### src/rtl/seg_pkg.sv
// Shared constants for the seven-segment display multiplexer: segment patterns
// ({g,f,e,d,c,b,a}, active-low), digit slot indices and the all-off anode value.
package seg_pkg;

    localparam logic [6:0] SEG_0     = 7'b1000000;
    localparam logic [6:0] SEG_1     = 7'b1111001;
    localparam logic [6:0] SEG_2     = 7'b0100100;
    localparam logic [6:0] SEG_3     = 7'b0110000;
    localparam logic [6:0] SEG_4     = 7'b0011001;
    localparam logic [6:0] SEG_5     = 7'b0010010;
    localparam logic [6:0] SEG_6     = 7'b0000010;
    localparam logic [6:0] SEG_7     = 7'b1111000;
    localparam logic [6:0] SEG_8     = 7'b0000000;
    localparam logic [6:0] SEG_9     = 7'b0010000;
    localparam logic [6:0] SEG_DASH  = 7'b0111111;
    localparam logic [6:0] SEG_BLANK = 7'b1111111;

    localparam logic [1:0] IDX_SEC_ONES = 2'd0;
    localparam logic [1:0] IDX_SEC_TENS = 2'd1;
    localparam logic [1:0] IDX_MIN_ONES = 2'd2;
    localparam logic [1:0] IDX_MIN_TENS = 2'd3;

    localparam logic [3:0] AN_OFF = 4'b1111;

    // Active-low one-hot anode enable for a digit slot.
    function automatic logic [3:0] an_for_idx(input logic [1:0] idx);
        logic [3:0] onehot;
        onehot = 4'b0001 << idx;
        return ~onehot;
    endfunction

endpackage

### src/rtl/bcd_to_seg.sv
// Combinational BCD to seven-segment decoder; codes 10-15 render as a dash.
module bcd_to_seg
    import seg_pkg::*;
(
    input  logic [3:0] digit,
    output logic [6:0] seg
);

    // Segment lookup for one BCD digit.
    always_comb begin
        seg = SEG_DASH;
        case (digit)
            4'd0:    seg = SEG_0;
            4'd1:    seg = SEG_1;
            4'd2:    seg = SEG_2;
            4'd3:    seg = SEG_3;
            4'd4:    seg = SEG_4;
            4'd5:    seg = SEG_5;
            4'd6:    seg = SEG_6;
            4'd7:    seg = SEG_7;
            4'd8:    seg = SEG_8;
            4'd9:    seg = SEG_9;
            default: seg = SEG_DASH;
        endcase
    end

endmodule

### src/rtl/seg_display_mux.sv
// Four-digit common-anode display multiplexer with frame snapshot and adjust blink.
// Optional macro SEG_DISPLAY_MUX_LEADING_ZERO_BLANK_EN blanks a zero minutes-tens digit.
module seg_display_mux
    import seg_pkg::*;
#(
    parameter int REFRESH_DIV = 100000,
    parameter int BLINK_DIV   = 25000000
) (
    input  logic       clk,
    input  logic       rst,
    input  logic [3:0] min_first_dig,
    input  logic [3:0] min_second_dig,
    input  logic [3:0] sec_first_dig,
    input  logic [3:0] sec_second_dig,
    input  logic       adj,
    input  logic       sel,
    output logic [6:0] seg,
    output logic [3:0] an,
    output logic       dp
);

    localparam int RW = (REFRESH_DIV > 1) ? $clog2(REFRESH_DIV) : 1;
    localparam int BW = (BLINK_DIV > 1) ? $clog2(BLINK_DIV) : 1;
    localparam logic [RW-1:0] REFRESH_LAST = RW'(REFRESH_DIV - 1);
    localparam logic [BW-1:0] BLINK_LAST   = BW'(BLINK_DIV - 1);

    logic [RW-1:0] refresh_cnt_r;
    logic [1:0]    idx_r;
    logic [BW-1:0] blink_cnt_r;
    logic          blink_phase_r;
    logic [3:0]    snap_min_first_r;
    logic [3:0]    snap_min_second_r;
    logic [3:0]    snap_sec_first_r;
    logic [3:0]    snap_sec_second_r;
    logic [6:0]    seg_r;
    logic [3:0]    an_r;
    logic          dp_r;

    logic          refresh_wrap_s;
    logic          blink_wrap_s;
    logic [3:0]    digit_s;
    logic [6:0]    seg_dec_s;
    logic          blank_s;

    assign refresh_wrap_s = (refresh_cnt_r == REFRESH_LAST);
    assign blink_wrap_s   = (blink_cnt_r == BLINK_LAST);

    // Refresh counter and digit scan index.
    always_ff @(posedge clk) begin
        if (rst) begin
            refresh_cnt_r <= {RW{1'b0}};
            idx_r         <= IDX_SEC_ONES;
        end else if (refresh_wrap_s) begin
            refresh_cnt_r <= {RW{1'b0}};
            idx_r         <= idx_r + 2'd1;
        end else begin
            refresh_cnt_r <= refresh_cnt_r + RW'(1);
        end
    end

    // Free-running blink timebase, independent of adjust mode.
    always_ff @(posedge clk) begin
        if (rst) begin
            blink_cnt_r   <= {BW{1'b0}};
            blink_phase_r <= 1'b0;
        end else if (blink_wrap_s) begin
            blink_cnt_r   <= {BW{1'b0}};
            blink_phase_r <= ~blink_phase_r;
        end else begin
            blink_cnt_r   <= blink_cnt_r + BW'(1);
        end
    end

    // Capture all digits only at the frame boundary so a frame never mixes two times.
    always_ff @(posedge clk) begin
        if (rst) begin
            snap_min_first_r  <= 4'd0;
            snap_min_second_r <= 4'd0;
            snap_sec_first_r  <= 4'd0;
            snap_sec_second_r <= 4'd0;
        end else if (refresh_wrap_s && (idx_r == IDX_MIN_TENS)) begin
            snap_min_first_r  <= min_first_dig;
            snap_min_second_r <= min_second_dig;
            snap_sec_first_r  <= sec_first_dig;
            snap_sec_second_r <= sec_second_dig;
        end else begin
            snap_min_first_r  <= snap_min_first_r;
            snap_min_second_r <= snap_min_second_r;
            snap_sec_first_r  <= snap_sec_first_r;
            snap_sec_second_r <= snap_sec_second_r;
        end
    end

    // Select the snapshot digit for the active slot.
    always_comb begin
        digit_s = 4'd0;
        case (idx_r)
            IDX_SEC_ONES: digit_s = snap_sec_second_r;
            IDX_SEC_TENS: digit_s = snap_sec_first_r;
            IDX_MIN_ONES: digit_s = snap_min_second_r;
            IDX_MIN_TENS: digit_s = snap_min_first_r;
            default:      digit_s = 4'd0;
        endcase
    end

    bcd_to_seg u_dec (
        .digit (digit_s),
        .seg   (seg_dec_s)
    );

    // Blanking: blinking adjust pair, plus optional leading-zero suppression.
    always_comb begin
        blank_s = 1'b0;
        if (adj && blink_phase_r) begin
            if (sel) begin
                blank_s = (idx_r == IDX_SEC_ONES) || (idx_r == IDX_SEC_TENS);
            end else begin
                blank_s = (idx_r == IDX_MIN_ONES) || (idx_r == IDX_MIN_TENS);
            end
        end else begin
            blank_s = 1'b0;
        end
`ifdef SEG_DISPLAY_MUX_LEADING_ZERO_BLANK_EN
        if ((idx_r == IDX_MIN_TENS) && (snap_min_first_r == 4'd0)) begin
            blank_s = 1'b1;
        end else begin
            blank_s = blank_s;
        end
`endif
    end

    // Registered display drive; dark while in reset.
    always_ff @(posedge clk) begin
        if (rst) begin
            an_r  <= AN_OFF;
            seg_r <= SEG_BLANK;
            dp_r  <= 1'b1;
        end else if (blank_s) begin
            an_r  <= AN_OFF;
            seg_r <= SEG_BLANK;
            dp_r  <= 1'b1;
        end else begin
            an_r  <= an_for_idx(idx_r);
            seg_r <= seg_dec_s;
            dp_r  <= (idx_r == IDX_MIN_ONES) ? 1'b0 : 1'b1;
        end
    end

    assign an  = an_r;
    assign seg = seg_r;
    assign dp  = dp_r;

endmodule

### config.mk
export PLATFORM = sky130hd
export DESIGN_NAME = seg_display_mux
export DESIGN_NICKNAME = d
export VERILOG_FILES = /design/src/rtl/seg_pkg.sv /design/src/rtl/bcd_to_seg.sv /design/src/rtl/seg_display_mux.sv
export SDC_FILE = /design/constraint.sdc
export NUM_CORES = 1
export LEC_CHECK = 0
export CAP_MARGIN = 20
export CORE_MARGIN = 4
export CORE_UTILIZATION = 38
export CTS_CLUSTER_DIAMETER = 50
export CTS_CLUSTER_SIZE = 14
export DETAILED_ROUTE_END_ITERATION = 10
export PLACE_DENSITY = 0.71
export SETUP_SLACK_MARGIN = 0.3
export SYNTH_ARGS = -nofsm -noshare
export SYNTH_HDL_FRONTEND = slang
export SYNTH_SLANG_ARGS = --single-unit
### constraint.sdc
create_clock -name clk -period 1.98 [get_ports clk]
set_input_delay 0.297 -clock clk [delete_from_list [all_inputs] [get_ports clk]]
set_output_delay 0.297 -clock clk [all_outputs]
set_load 0.05 [all_outputs]
* Word-level counts from Yosys, hierarchy flattened
Memory sizes are Yosys's and may differ from the RTL's. A register that Yosys moved wholly into a read port is not among the register bits.
Cells that the tools add are included.
** Word-level totals
- Bits in registers :: 66
- Logic and storage cells :: 34
- Output and inout port bits :: 12
- Memories :: 1
- Memory bits (read-only) :: 112
** Memories
- (name not given) :: depth 16, bits a word 7, read ports 1, clocked after Yosys merged registers in 1, wr ports 0, line bcd_to_seg.sv:12 : case (digit)
** Cells by class
- Muxes and demuxes :: 4
- Add/subtract/negate cells :: 3
- Equal/unequal tests :: 5
- Reduce and logical (&&, ||, !) cells :: 8
- Bitwise logic cells :: 2
- Shift operators :: 1
** Operators with widths (number)
- 25-bit by 1-bit adder with 25-bit output (second input constant) :: 1
- 25-bit equality test (second input constant) :: 1
- 17-bit by 1-bit adder with 17-bit output (second input constant) :: 1
- 17-bit equality test (second input constant) :: 1
- 4-bit case mux with 4 select lines :: 1
- 2-bit OR reduction :: 3
- 2-bit equality test (second input constant) :: 2
- 4-bit NOT :: 1
- 1-bit by 2-bit left shift with 4-bit output (first input constant) :: 1
- 1-bit 2-to-1 mux :: 3
- 2-bit by 1-bit adder with 2-bit output (second input constant) :: 1
- 2-bit by 1-bit equality test with 1-bit output (second input constant) :: 1
- 1-bit logical AND :: 2
- 2-bit zero test :: 1
- 1-bit logical OR :: 2
- 1-bit NOT :: 1

* Logic depth before layout (Yosys ltp)
Gate-level depths: netlist of run 1.
- Depth in word-level cells :: 5
- Depth in mapped cells :: 8
- Mapped depth without buffers :: 8

* Hierarchy
Synthesis of run 1 repeated with hierarchy kept, for this count alone.
** Unflattened totals
- Cells, all modules :: 392
- Area total of the unflattened synthesis :: 3368.2 µm²
** By module, submodules not included
- seg_display_mux :: area each 3144.3 µm², cells each 361, instances 1
- bcd_to_seg :: area each 224.0 µm², cells each 31, instances 1

* Worst setup path before layout of run 1
No wires, ideal clock.
- Kind :: flip-flop to flip-flop
- Start point :: register idx_r[0]
- End point :: register seg_r[2] (netlist: seg[2])
- Slack :: -102 ps
- Required time :: 1830 ps
- Library setup time :: 150 ps
- Stages on the path, launching flop included :: 8
- Arrival time :: 1932 ps
- Buffers on the path :: 2
- Cell sequence :: dfxtp_1 inv_1 ha_1 clkbuf_1 or3b_2 a41oi_1 clkbuf_1 o311ai_0
** Between the ends
- Longest elaborated chain between the ends :: 5
- Elaborated cells on any way between the ends :: 10
- Those cells by class :: eq/ne (3); mux (3); reduce/logical (4)
** Ends and longest elaborated chain
- start: declaration :: line seg_display_mux.sv:28 : logic [1:0] idx_r;
- start signal: assignment :: line seg_display_mux.sv:55 : idx_r <= idx_r + 2'd1;
- 2-bit equality test, or another cell as far along :: line seg_display_mux.sv:97, seg_display_mux.sv:118
- 1-bit logical OR (on tied branches) :: line seg_display_mux.sv:118, seg_display_mux.sv:116
- 1-bit 2-to-1 mux :: line seg_display_mux.sv:115 : if (sel) begin
- 1-bit 2-to-1 mux :: line seg_display_mux.sv:114 : if (adj && blink_phase_r) begin
- 2-bit OR reduction (no line)
- end: declaration :: line seg_display_mux.sv:35 : logic [6:0] seg_r;
Several ways; a longest one is shown, not always the timed one.
A chain may end at the register's enable or synchronous reset.

* Worst setup path after layout of run 1
- Start point :: register idx_r[1]
- End point :: register seg_r[3] (netlist: seg[3])
Same word-level chain as after synthesis.

==> out/results.txt, run 1 <==
Setup crit end kind - flip-flop
Ratio of cells with drive above 1 in the final layout - 37.7%
Required @ worst endpoint - 2.27 ns
Final Hold Vio Count - 0
Synth unique cells - 49
Max frequency - 503 MHz
Synth area leaders - dfxtp_1, nand4_1, a21oi_1, o21ai_0, xnor2_1
Pleak - 1.60 nW
Slew @ Worst Pin - 0.496 ns
Syn nets - 409
H-tree depth - 3
DRC - 0
Met2 usage - 28.3%
Pre-Repair DR Iteration Count - 5
Critical path class - reg -> reg
Mapped cell area - 3340 um2
Antenna fix cells - 0
Largest net degree at the start of global routing - 25
Synth Warn # - 0
Share of the synthesized area in the top cell type - 43.1%
Worst hold start - blink_cnt_r[0]
Dpl hpwl - 5140 um
Aggregate global-route resource usage - 16.3%
Worst-path clk slew - 0.08 ns
Worst Hold Slack - 0.466 ns
Hold Buf Count CTS - 0
Horiz. Die Dim - 102 um
Final WL - 9620 um
Hold/Removal Path Class - reg -> reg
Critical path fanouts, max - 4
Critical R2R Launch - idx_r[1]
Initial core utilization - 39.9%
Syn Inst Count - 380
GRT busiest layer - met2
Top FF cell, synth - dfxtp_1
Sequential share of the synthesized area - 43.1%
Worst reg2reg setup slack - -0.01 ns
IO Port Bufs - 31
Met3 Usage GRT - 2.48%
Crit path DAT - 2.28 ns
Mean post-synth cell area - 8.80 um2
Antenna-violating nets left - 0
Max-cap violations - 0
Slew Viols, Final - 0
# IOs - 32
Die height - 102 um
Routed via count - 3,286
Sequential power share - 49.8%
Final worst path period share - 100%
Number of CTS-inserted buffers - 9
Worst Reg-to-Reg Cells - 7
Synth area leader - dfxtp_1
Final worst slack - -0.00960 ns
Vias in the first global route - 2,959
Core area - 8380 um2
First-pass GRT wire length - 13,700 um
RSZ-0062 raised after global routing - yes
Reg-to-reg endpoint - seg[3]
CP startpoint kind - flip-flop
Failing checks - negative setup slack
Wirelength per Cell - 17.0 um
Pwr/cell area - 600 nW/um2
Comb power frac - 6.2%
Tmin final - 1.99 ns
Post-layout util - 58.7%
Die area - 10,400 um2
#FFs+latches synth - 72
Cells on Worst Hold Path - 1
CP max stage cell - or4b_4
CTS tree - built
Final setup fails - 1
Slew headroom - 67.1%
Net Sw Power - 0.714 mW
Crit path cell chain - inv_4, ha_4, buf_6, a222oi_1, mux2i_1, or4b_4, nand4_1
Sw Share - 24.2%
Num rows - 33
Clock Path Buffers - 2
Worst skew pair latency - 0.35 ns
Slowest cell delay on critical path - 0.56 ns
DR iter-0 viols - 189
M1 GR Usage - 20.0%
Initial antenna violation count - 0
Status - finished, violations left
Vias per inst - 5.81
Top-count cell post-synth - dfxtp_1
Clock skew - 0.0106 ns
FILL cells - 632
Internal - 2.24 mW
Commonest cells post-synth - dfxtp_1, a21oi_1, nor2_1
Post-synth EDFFs - 0
Power share of the clock group - 44.0%
VDD IR max - 0.357 mV
Clk Tree Root Cell - clkbuf_8
Grt total ovfl - 0
Clk sinks - 72
Area Overhead vs Synth - 47.2%
Ys async rst share - 0%
Placer congestion estimate - 0.786
WHS Endpoint - blink_cnt_r[0]
# nets final - 485
==> worst max-delay path: cells and delay by family (launching register included) <==
family                     cells  cell delay (ns)
and+or+nand+nor                2             0.65
DFF                            1             0.40
AOI/OAI and AO/OA              1             0.33
muxes                          1             0.22
adders and majority gates      1             0.17
buffers and inverters          2             0.16
==> cell usage in the layout (no fill, tap or decap), drive strengths merged, types with 4 or more instances in the layout <==
cell type      Yosys  routed
inv               15      17
dfxtp             72      72
clkbuf            16      13
xor2              11      11
o31ai             10      10
nor2              32      32
ha                 9       9
and3               6       6
nand4             30      30
mux2i              4       5
nand3             20      20
or3                6       6
nand2             18      18
buf                7      53
dlygate4sd2        0      12
or4               11      12
nor4               9       9
a21oi             33      33
clkdlybuf4s50      0      19
a222oi             4       4
o21ai             26      26
xnor2             14      14
==> cells by family after synthesis <==
logic type | count (synthesis) | share of synthesized area (%)
buffers and inverters | 38 | 4.98
multiplexers | 5 | 1.53
AND/OR/NAND/NOR | 150 | 26.0
XOR/XNOR | 25 | 6.55
AO/OA/AOI/OAI | 81 | 14.4
flip-flops | 72 | 43.1
adder cells (fa/ha/maj) | 9 | 3.37
==> worst max-delay path by stage <==
| stage | from | endpoint | slack, ns | depth (start not counted) |
|---|---|---|---|---|
| 2_1_floorplan | idx_r[1] | seg[0] | 0.17 | 6 |
| 3_3_place_gp | idx_r[0] | seg[1] | 0.05 | 7 |
| 3_5_place_dp | idx_r[0] | seg[3] | 0.00007 | 5 |
| 4_1_cts | idx_r[0] | seg[3] | 0.1 | 7 |
| 5_1_grt | idx_r[1] | seg[3] | -0.06 | 7 |
| 6_report | idx_r[1] | seg[3] | -0.01 | 7 |
==> metal layers <==
metal,up-vias,wire length (um)
met5,-,0
met4,0,276
met3,34,477
met2,118,4940
met1,1573,3920
li1,1561,-
==> final cells by class <==
type	instances	area [um2]	area share (%)
Clock buffer	11	163	3.30
Multi-Input combinational cell	272	2180	44.2
Inverter	15	61.3	1.25
Timing Repair Buffer	86	830	16.9
Clock inverter	5	60.1	1.22
Tap cell	105	131	2.67
Sequential cell	72	1500	30.5
==> metrics by stage <==
stage                     setup slack [ns]  TNS (ns)  instance area [um2]  std cells  power (mW)
after floorplan                      0.171         0                 3510        380        1.59
after global placement              0.0528         0                 3940        510        1.66
after detailed placement         0.0000684         0                 3940        510        1.66
after CTS                           0.0999         0                 4470        546        2.93
after global routing               -0.0554    -0.219                 4920        566        3.05
final                             -0.00960  -0.00960                 4920        566        2.95
==> sequential cells by signal (all words and copies together) (netlist names) <==
register           count
snap_min_second_r      4
refresh_cnt_r         17
seg                    7
snap_min_first_r       4
snap_sec_first_r       4
blink_cnt_r           25
snap_sec_second_r      4
idx_r                  2
an                     4
blink_phase_r          1
==> power groups by stage <==
stage,clock [mW],combinational (mW),sequential (mW)
6_report,1.30,0.183,1.47
3_5_place_dp,0,0.149,1.51
5_1_grt,1.38,0.192,1.47
4_1_cts,1.31,0.154,1.47
2_1_floorplan,0,0.0535,1.54
3_3_place_gp,0,0.147,1.51
==> timing repair <==
action	4_1_cts	5_1_grt
endpoints found under the setup margin	66	61
gates resized for setup	52	73
pin swaps	13	28
cloned	2	3
buffers inserted	18	17
No activity file was read; power rests on OpenSTA's default activity.
==> run 2, diff against run 1 <==
--- a/config.mk
+++ b/config.mk
@@ -11,6 +11,7 @@
 export CTS_CLUSTER_DIAMETER = 50
 export CTS_CLUSTER_SIZE = 14
 export DETAILED_ROUTE_END_ITERATION = 10
+export GPL_TIMING_DRIVEN = 1
 export PLACE_DENSITY = 0.71
 export SETUP_SLACK_MARGIN = 0.3
 export SYNTH_ARGS = -nofsm -noshare
==> results of run 2 <==
The final DEF is identical to that of run 1; final timing and power are the same.
